## src/rtl/demux8_scheduler.sv

```systemverilog
// Feeds an 8-channel byte demux: accepts one word, routes it round-robin or by destination, and holds it for the sink.
// Accept-to-valid is 1 cycle; in_ready drops while a word waits, and a word that is never accepted is dropped after TIMEOUT cycles.
module demux8_scheduler #(
  parameter int TIMEOUT = 15
) (
  input  logic       clk,
  input  logic       rst_n,
  input  logic       in_valid,
  output logic       in_ready,
  input  logic [7:0] in_data,
  input  logic [2:0] in_dest,
  input  logic       mode,
  input  logic [7:0] ch_en,
  output logic [2:0] sel,
  output logic [7:0] data_out,
  output logic [7:0] out_valid,
  input  logic [7:0] out_ready,
  output logic       drop,
  output logic [7:0] drop_cnt
);

  typedef enum logic {IDLE, SEND} state_t;

  localparam logic [7:0] TMO_LAST = 8'(TIMEOUT - 1);

  state_t     state_q, state_d;
  logic [2:0] sel_q, sel_d;
  logic [7:0] data_q, data_d;
  logic [7:0] out_valid_q, out_valid_d;
  logic       drop_q, drop_d;
  logic [7:0] drop_cnt_q, drop_cnt_d;
  logic [7:0] wait_q, wait_d;
  logic [2:0] last_q, last_d;

  logic       sel_ready;
  logic       hs;
  logic       tmo;
  logic       accept;
  logic [2:0] rr_ch;
  logic       rr_found;
  logic [2:0] rr_idx;
  logic [2:0] chosen;

  always_comb begin
    sel_ready = out_ready[sel_q];
    hs        = (state_q == SEND) && sel_ready;
    tmo       = (state_q == SEND) && (TIMEOUT != 0) && !sel_ready && (wait_q == TMO_LAST);
    in_ready  = rst_n && (|ch_en) && ((state_q == IDLE) || hs);
    accept    = in_valid && in_ready;

    // First enabled channel after last; i==8 wraps back onto last itself.
    rr_ch    = last_q;
    rr_found = 1'b0;
    rr_idx   = 3'd0;
    for (int i = 1; i <= 8; i++) begin
      rr_idx = last_q + 3'(i);
      if (!rr_found && ch_en[rr_idx]) begin
        rr_ch    = rr_idx;
        rr_found = 1'b1;
      end
    end
    chosen = mode ? in_dest : rr_ch;

    state_d    = state_q;
    sel_d      = sel_q;
    data_d     = data_q;
    wait_d     = wait_q;
    last_d     = last_q;
    drop_d     = 1'b0;
    drop_cnt_d = drop_cnt_q;

    if (state_q == SEND) begin
      if (!sel_ready) wait_d = wait_q + 8'd1;
      if (hs) state_d = IDLE;
      if (tmo) begin
        state_d = IDLE;
        drop_d  = 1'b1;
      end
    end

    if (accept) begin
      data_d = in_data;
      sel_d  = chosen;
      wait_d = 8'd0;
      if (!mode) last_d = rr_ch;
      // A directed word to a disabled channel is taken off the port and discarded.
      if (ch_en[chosen]) begin
        state_d = SEND;
      end else begin
        state_d = IDLE;
        drop_d  = 1'b1;
      end
    end

    if (drop_d && (drop_cnt_q != 8'hFF)) drop_cnt_d = drop_cnt_q + 8'd1;

    out_valid_d = (state_d == SEND) ? (8'd1 << sel_d) : 8'd0;
  end

  always_ff @(posedge clk or negedge rst_n) begin
    if (!rst_n) begin
      state_q     <= IDLE;
      sel_q       <= 3'd0;
      data_q      <= 8'd0;
      out_valid_q <= 8'd0;
      drop_q      <= 1'b0;
      drop_cnt_q  <= 8'd0;
      wait_q      <= 8'd0;
      last_q      <= 3'd7;
    end else begin
      state_q     <= state_d;
      sel_q       <= sel_d;
      data_q      <= data_d;
      out_valid_q <= out_valid_d;
      drop_q      <= drop_d;
      drop_cnt_q  <= drop_cnt_d;
      wait_q      <= wait_d;
      last_q      <= last_d;
    end
  end

  assign sel       = sel_q;
  assign data_out  = data_q;
  assign out_valid = out_valid_q;
  assign drop      = drop_q;
  assign drop_cnt  = drop_cnt_q;

endmodule

```

## config.mk

```make
export PLATFORM = sky130hd
export DESIGN_NAME = demux8_scheduler
export DESIGN_NICKNAME = d
export VERILOG_FILES = /design/src/rtl/demux8_scheduler.sv
export SDC_FILE = /design/constraint.sdc
export NUM_CORES = 1
export LEC_CHECK = 0
export CELL_PAD_IN_SITES_DETAIL_PLACEMENT = 1
export CELL_PAD_IN_SITES_GLOBAL_PLACEMENT = 1
export CORE_MARGIN = 4
export CORE_UTILIZATION = 44
export CTS_BUF_LIST = sky130_fd_sc_hd__clkbuf_4 sky130_fd_sc_hd__clkbuf_8
export DETAILED_ROUTE_END_ITERATION = 7
export GPL_TIMING_DRIVEN = 0
export PLACE_DENSITY_LB_ADDON = 0.1
export SETUP_SLACK_MARGIN = 0.3
export SLEW_MARGIN = 20
export SYNTH_ARGS = -nofsm -noshare
export SYNTH_HDL_FRONTEND = slang
export SYNTH_SLANG_ARGS = --single-unit
```

## constraint.sdc

```tcl
create_clock -name clk -period 9.5 [get_ports clk]
set_clock_uncertainty 0.05 [all_clocks]
set_input_delay 2.375 -clock clk [delete_from_list [all_inputs] [get_ports clk]]
set_output_delay 2.375 -clock clk [all_outputs]
set_load 0.02 [all_outputs]
```

==> run metrics, run 1 <==
CP required 7.08 ns; register area 1005 um2; register bit count reported by yosys 40; sequential share of the synthesized area 0.3190; # resized after CTS 0; die span in x 92.60 um; CP startpoint out_ready[0]; internal power 717.3 uW; hpwl dp 7592 um; Yosys warnings 0; Synth area leader dfrtp_1; fin crit share 0.7219; Netlist cell types 66; FF-to-FF setup slack 4.34 ns; outcome completed; RePlAce Congestion 0.9076; # IOs 60; Final Setup Violations 0; Placed Instances 497; HP Class reg2reg; synth top area cells dfrtp_1 29%, mux4_2 9.3%, nand2_1 7.9%; Worst-Margin Slew 0.8207 ns; area occupied by multi-input gates 1996 um2; area grow syn2layout 26.26%; vias per cell 5.909; DR pass1 iterations 4; Worst setup SP type primary input; max-slew violation count 0; top-count cell post-synth nand2_1; synthesized area per cell 9.208 um2; Critical Path Stages 6; crit path DAT 4.43 ns; antenna violations before repair 0; largest net degree at the start of global routing 29; vias in the first global route 3,210; CP delay by family, top buffers and inverters; leakage power 0.001653 uW; clk sinks 40; H-tree Lvls 2; Port Buffers 58; layout cells sized above 1 0.1443; Sw Ratio 0.4877; gr usage total 0.2398; hold buffer count at CTS 0; row cnt 30; Iter 0 DRT Violations 158; switching power 682.8 uW; grt ovf 0; Syn Nets 378; final hold vios 0; CP Max Fanout 7; min-delay src data_out[0]; Fillers 789; post-synth top area share 0.2940; FFs w/ async S/R, synth 1.000; ys flop type dfrtp_1; via count 2,984; relative slew slack 0.4491; crit path cell chain clkdlybuf4s50_1, mux4_2, nand2b_1, nand3_1, and3_1, clkdlybuf4s50_1; Post-synth top cells 66 x nand2_1, 37 x dfrtp_1, 28 x nor2_1; Clock Latency Late Sink 0.29 ns; Post-Layout Cell Count 505; pwr dens 352.1 nW/um2; clock share of power 0.100; Die Height 92.60 um; clock-pin slew on the worst setup and hold paths 0.08 ns; Mapped Cells 342; Mapped Area 3149 um2; number of synthesized flops with an enable pin 0; most used cell, CP clkdlybuf4s50_1; CTS tree yes; CTS root buffer clkbuf_8; Final #Nets 444; MaxCap Viol Count 0; Final min period 6.858 ns; crit-path max cell delay 0.54 ns; slowest cell on the critical path clkdlybuf4s50_1; drt wl/cell 19.70 um; Peak VDD IR 0.1406 mV; setup TNS 0 ns; core area 6869 um2; RSZ-0062 raised after global routing false; WP buf/inv 2; residual DRC count 0; first-pass GRT wire length 16,240 um; Max Buffers Root-to-Sink 2; antenna viol nets, final 0; Sequential Power Share 0.189; drt total wl 9948 um; reg2reg end drop_cnt[7]; Max Clk Rate 0.1458 GHz; Comb power frac 0.710; R2R Path Start last_q[0]; Num CTS Buffers 5; Crit Path Category in2out; antenna cells 0; hold depth 2; WHS Endpoint data_out[0]; Post-CTS Setup Inserts 0; worst reg2reg path depth 16; die area 8575 um2; Worst Setup End Kind primary output; effective utilization at floorplan 0.4585
worst register-to-register path, delay by kind of cell, from the launching register on:
kind,cells,cell delay [ns]
AO/OA/AOI/OAI,3,0.96
adder cells (fa/ha/maj),1,0.23
flip-flops,1,0.53
AND/OR/NAND/NOR,5,1.26
buffers and inverters,4,1.00
XOR/XNOR,2,0.46
multiplexers,1,0.60
state kept, by name (all words and copies together), names as in the netlist:
name,flops
data_out,8
state_q,1
out_valid,8
wait_q,8
sel,3
last_q,3
drop,1
drop_cnt,8
placed cells by master (no fill, tap or decap), types with 3 or more instances in the layout:
| cell type | n |
|---|---|
| nand2_1 | 66 |
| clkdlybuf4s50_1 | 57 |
| dfrtp_1 | 37 |
| nor2_1 | 28 |
| mux2i_1 | 14 |
| mux4_2 | 13 |
| clkbuf_1 | 13 |
| nand3_1 | 11 |
| xor2_1 | 11 |
| inv_1 | 10 |
| o21ai_0 | 9 |
| nand2b_1 | 7 |
| buf_2 | 6 |
| xnor2_1 | 6 |
| nor4_1 | 5 |
| and3_1 | 5 |
| mux2_2 | 5 |
| nor2b_1 | 5 |
| a21oi_1 | 5 |
| a211oi_1 | 5 |
| ha_1 | 5 |
| clkbuf_8 | 5 |
| and2_1 | 4 |
| a31oi_1 | 4 |
| o221ai_1 | 3 |
| a32oi_1 | 3 |
| o22ai_1 | 3 |
| nor3_1 | 3 |
| or2_2 | 3 |
| or3_1 | 3 |
| a221oi_1 | 3 |
| dfstp_2 | 3 |
cell type report:
type | count | share of cell area
plain buffers | 23 | 0.02801
clock buffers | 6 | 0.01919
clock inverters | 2 | 0.008811
inverters | 10 | 0.009440
multi-input cells | 269 | 0.5019
flip-flops and latches | 40 | 0.2527
well taps | 96 | 0.03021
repair buffers | 59 | 0.1498
worst max path at each step:
stage                     endpoint
after floorplan           in_ready
after global routing      in_ready
after detailed placement  in_ready
after global placement    in_ready
final                     in_ready
after CTS                 in_ready
per-stage QoR:
stage	area (um2)	utilization	setup WS (ns)	hold slack, ns	power [uW]
CTS	3976	0.5789	2.638	0.4336	1397
detailed placement	3865	0.5627	2.678	0.4187	1247
finish	3976	0.5789	2.642	0.4283	1400
global placement	3850	0.5605	1.873	0.4095	1213
global route	3976	0.5789	2.561	0.4625	1493
floorplan	3149	-	3.725	0.4520	966.3
kinds of logic after synthesis:
| kind of cell | share of synthesized area |
|---|---|
| adders and majority gates | 0.01986 |
| xor gates and xnor gates | 0.05602 |
| buffers and inverters | 0.04728 |
| DFF | 0.3190 |
| muxes | 0.1601 |
| AOI/OAI and AO/OA | 0.1561 |
| and+or+nand+nor | 0.2416 |
power groups by stage:
stage / sequential [uW] / clock [uW] / combinational (uW)
6_report: 265 / 140 / 995
5_1_grt: 273 / 152 / 1070
4_1_cts: 266 / 145 / 986
3_5_place_dp: 268 / 0 / 979
3_3_place_gp: 265 / 0 / 948
2_1_floorplan: 303 / 0 / 664
routing by layer:
metal  track usage  wire [um]
met1        0.3078       4277
met2        0.4097       5074
met3       0.04549        463
met4       0.07054        134
met5             0          0
Note: power is estimated with default switching activity, not from simulation.
==> run 2: changes to the inputs <==
--- a/config.mk
+++ b/config.mk
@@ -8,7 +8,7 @@
 export CELL_PAD_IN_SITES_DETAIL_PLACEMENT = 1
 export CELL_PAD_IN_SITES_GLOBAL_PLACEMENT = 1
 export CORE_MARGIN = 4
-export CORE_UTILIZATION = 44
+export CORE_UTILIZATION = 41
 export CTS_BUF_LIST = sky130_fd_sc_hd__clkbuf_4 sky130_fd_sc_hd__clkbuf_8
 export DETAILED_ROUTE_END_ITERATION = 7
 export GPL_TIMING_DRIVEN = 0
==> constraint.sdc (replaced) <==
create_clock -name clk -period 6.9 [get_ports clk]
set_clock_uncertainty 0.05 [all_clocks]
set_input_delay 1.725 -clock clk [delete_from_list [all_inputs] [get_ports clk]]
set_output_delay 1.725 -clock clk [all_outputs]
set_load 0.02 [all_outputs]
==> run 2 against run 1 <==
  * Critical path depth did not move
  * Register-to-register slack got worse by 2.6 ns
  * Clock power rose by 37%
  * First-iteration DRC count fell by 7.6%
  * Via count fell by 1.9%
  * Core utilization fell by 3.9 points
  * Non-clock buffer count did not move
  * Sequential power rose by 37%
==> run metrics, run 2 (synthesis results as in run 1) <==
outcome completed; area grow syn2layout 26.38%; Post-CTS Setup Inserts 0; Peak VDD IR 0.2417 mV; final hold vios 0; largest net degree at the start of global routing 33; area occupied by multi-input gates 1996 um2; row cnt 31; CTS tree yes; # IOs 60; clock-pin slew on the worst setup and hold paths 0.08 ns; clk sinks 40; CTS root buffer clkbuf_8; antenna violations before repair 0; register area 1005 um2; vias per cell 5.764; RSZ-0062 raised after global routing false; first-pass GRT wire length 15,190 um; layout cells sized above 1 0.1443; Crit Path Category in2out; hpwl dp 7308 um; # resized after CTS 0; Die Height 95.64 um; via count 2,928; commonest non-fill, non-tap cells in the layout 66 x nand2_1, 57 x clkdlybuf4s50_1, 37 x dfrtp_1, 28 x nor2_1, 14 x mux2i_1; DR pass1 iterations 4; leakage power 0.001648 uW; Fillers 857; core area 7370 um2; final non-filler cell area 3980 um2; grt ovf 0; setup TNS 0 ns; Clock Latency Late Sink 0.29 ns; die span in x 95.64 um; antenna viol nets, final 0; Port Buffers 58; Placed Area 3869 um2; Worst Setup End Kind primary output; Finished Core Util 0.5401; residual DRC count 0; Power, Total 1896 uW; H-tree Lvls 2; CP Max Fanout 7; CP required 5.12 ns; Final min period 5.552 ns; max-slew violation count 0; final worst slack 1.348 ns; Max Clk Rate 0.1801 GHz; drt total wl 9249 um; effective utilization at floorplan 0.4273; antenna cells 0; fin crit share 0.8046; pre-CTS worst setup slack 1.176 ns; RePlAce Congestion 0.8461; relative slew slack 0.5247; most common cell after layout, fill and taps aside nand2_1; Iter 0 DRT Violations 146; hold buffer count at CTS 0; crit path DAT 3.78 ns; vias in the first global route 3,071; Final Setup Violations 0; pwr dens 476.5 nW/um2; Worst setup SP type primary input; MaxCap Viol Count 0; Max Buffers Root-to-Sink 2; Num CTS Buffers 5; die area 9147 um2; drt wl/cell 18.21 um; HP Class reg2reg; gr usage total 0.2113; Final #Nets 444; Worst-Margin Slew 0.7081 ns
-- run 2: changes by cell type in the layout (fill, tap and decap cells not counted), sizes merged --
cell / change
clkinvlp: +1
clkbuf: -1
-- run 2: path summary, 6_finish.rpt --
check	startpoint	depth (start not counted)	slack (ns)	to
max in group asynchronous	rst_n	2	5.04	last_q[2]
min in group asynchronous	rst_n	1	1.24	data_out[5]
max reg2reg	last_q[0]	15	1.72	drop_cnt[1]
min	data_out[1]	2	0.43	data_out[1]
min reg2reg	data_out[1]	2	0.43	data_out[1]
max	out_ready[7]	6	1.35	in_ready
-- run 2: worst max-delay path: stages --
cell	delay (ns)
clkdlybuf4s50_1	0.42
mux4_2	0.47
nand2_1	0.09
nand3_1	0.23
and3_1	0.29
clkdlybuf4s50_1	0.54
-- run 2: stage by stage --
stage	cells	hold slack, ns
floorplan	342	0.4520
global placement	499	0.4083
detailed placement	500	0.4194
CTS	508	0.4401
global route	508	0.4700
finish	508	0.4316
-- run 2: layer usage --
| layer | GRT usage | share of wire |
|---|---|---|
| met5 | 0 | 0 |
| met4 | 0.02844 | 0.0066 |
| met3 | 0.04025 | 0.054 |
| met2 | 0.3590 | 0.49 |
| met1 | 0.2861 | 0.45 |
-- run 2: power by group --
part / switching, uW / internal (uW) / total, uW
Combinational: 771 / 571 / 1340
Clock: 84.6 / 107 / 192
Sequential: 57.8 / 305 / 363
-- run 2: cell type report --
cell class,instances,area share
tap,99,0.03112
multi-input combinational,269,0.5014
clock inverter,3,0.01069
clock buffer,5,0.01729
buffer,23,0.02798
sequential,40,0.2524
inverter,10,0.009431
timing repair buffer,59,0.1496
==> run 3: changes to the inputs <==
==> constraint.sdc (replaced) <==
create_clock -name clk -period 5.3 [get_ports clk]
set_clock_uncertainty 0.05 [all_clocks]
set_input_delay 1.325 -clock clk [delete_from_list [all_inputs] [get_ports clk]]
set_output_delay 1.325 -clock clk [all_outputs]
set_load 0.02 [all_outputs]
==> run 3 against run 2 <==
  * Via count rose by 0.82%
  * Sequential cell count unchanged
  * Count of clock-buffer cells in the layout is the same
  * Core utilization increased by 1.5 points
  * Highest routed layer unchanged
  * Wire length up 3.0%
==> run metrics, run 3 (synthesis results as in run 1) <==
outcome completed; antenna violations before repair 0; area occupied by multi-input gates 2061 um2; register area 1005 um2; commonest non-fill, non-tap cells in the layout 66 x nand2_1, 57 x clkdlybuf4s50_1, 37 x dfrtp_1, 28 x nor2_1; Worst setup SP type primary input; leakage power 0.001687 uW; MaxCap Viol Count 0; fin crit share 0.9118; drt total wl 9525 um; Worst Setup End Kind register; Num CTS Buffers 5; area grow syn2layout 29.84%; CP required 5.43 ns; crit-path max cell delay 0.62 ns; largest net degree at the start of global routing 33; Final min period 4.833 ns; slowest cell on the critical path mux4_2; final hold vios 0; max-slew violation count 0; # IOs 60; H-tree Lvls 2; hpwl dp 7308 um; met3 wire length 525 um; vias in the first global route 3,091; die area 9147 um2; clk sinks 40; RePlAce Congestion 0.8461; Max Buffers Root-to-Sink 2; residual DRC count 0; crit path cell chain clkdlybuf4s50_1, clkbuf_1, mux4_2, mux2i_2, and2b_1, nand3_2, and3_1, a311o_1, a32oi_2, nor4_2, nor3_4, buf_12, mux2_4; Placed Instances 500; CP delay by family, top multiplexers; core area 7370 um2; antenna viol nets, final 0; Peak VDD IR 0.3147 mV; most common cell after layout, fill and taps aside nand2_1; effective utilization at floorplan 0.4273; Crit Path Category in2reg; Top Metal Used met4; switching power 1258 uW; RSZ-0062 raised after global routing false; WP buf/inv 3; pwr dens 641.7 nW/um2; row cnt 31; Sw Ratio 0.4796; Clock Latency Late Sink 0.29 ns; Final Setup Violations 0; DR pass1 iterations 4; CTS tree yes; setup TNS 0 ns; wl on met1 4246 um; Sequential Power Share 0.180; Max Clk Rate 0.2069 GHz; Die Height 95.64 um; Post-Layout Cell Count 511; crit path DAT 4.97 ns; drt wl/cell 18.64 um; CTS root buffer clkbuf_8; Iter 0 DRT Violations 156; Port Buffers 58; HP Class reg2reg; layout cells sized above 1 0.1675; via count 2,952; Fillers 848; Power, Total 2624 uW; vias per cell 5.777; relative slew slack 0.6214; die span in x 95.64 um; first-pass GRT wire length 15,330 um; antenna cells 0; DR WL met2 4721 um; clock share of power 0.095; CP Max Fanout 10; clock-pin slew on the worst setup and hold paths 0.09 ns; internal power 1366 uW; gr usage total 0.2136; Final #Nets 447; Comb power frac 0.725; grt ovf 0; Worst-Margin Slew 0.5627 ns
## run 3: cell count changes in the layout (fill, tap and decap cells not counted), sizes merged
cell	previous run	this run
clkbuf	18	19
buf	12	14
## run 3: tightest hold or removal path: cells and delay by family, from the launching register on
family | cells | cell delay (ns)
and+or+nand+nor | 2 | 0.10
DFF | 1 | 0.35
## run 3: power by group through the flow
stage | clock network (uW) | registers [uW] | logic, uW
after global routing | 269 | 488 | 2050
after detailed placement | 0 | 479 | 1730
final | 250 | 473 | 1900
after floorplan | 0 | 542 | 1190
after global placement | 0 | 475 | 1700
after CTS | 258 | 476 | 1790
## run 3: timing repair
action	CTS	global route
setup endpoints to repair	7	16
setup buffers	2	1
pin swaps	2	2
hold buffers	0	0
gates resized for setup	2	11
## run 3: metal layers
layer	global-route usage	vias up
met5	0	-
met4	0.02370	0
met1	0.2890	1492
li1	-	1381
met2	0.3660	75
met3	0.04025	4
## run 3: path summary, 6_finish.rpt
path	from	endpoint	slack, ns	depth (start not counted)
max	ch_en[5]	drop_cnt[1]	0.47	13
min	data_out[1]	data_out[1]	0.43	2
max reg2reg	last_q[0]	drop_cnt[6]	0.60	17
min reg2reg	data_out[1]	data_out[1]	0.43	2
max in group asynchronous	rst_n	last_q[2]	3.85	2
min in group asynchronous	rst_n	data_out[5]	0.84	1
## run 3: area by class of cell
type | count | share of cell area
inverters | 10 | 0.009180
plain buffers | 23 | 0.02938
flip-flops and latches | 40 | 0.2457
repair buffers | 62 | 0.1542
multi-input cells | 269 | 0.5040
well taps | 99 | 0.03029
clock inverters | 3 | 0.01040
clock buffers | 5 | 0.01683
## run 3: metrics by stage
| step | area, um2 | utilization | hold WS (ns) | setup WS, ns |
|---|---|---|---|---|
| after floorplan | 3149 | - | 0.4520 | 0.8628 |
| after global routing | 4089 | 0.5548 | 0.4700 | 0.3024 |
| after detailed placement | 3869 | 0.5250 | 0.4194 | -0.02441 |
| after CTS | 4016 | 0.5450 | 0.4401 | 0.3196 |
| final | 4089 | 0.5548 | 0.4313 | 0.4674 |
| after global placement | 3854 | 0.5229 | 0.4083 | -0.2391 |
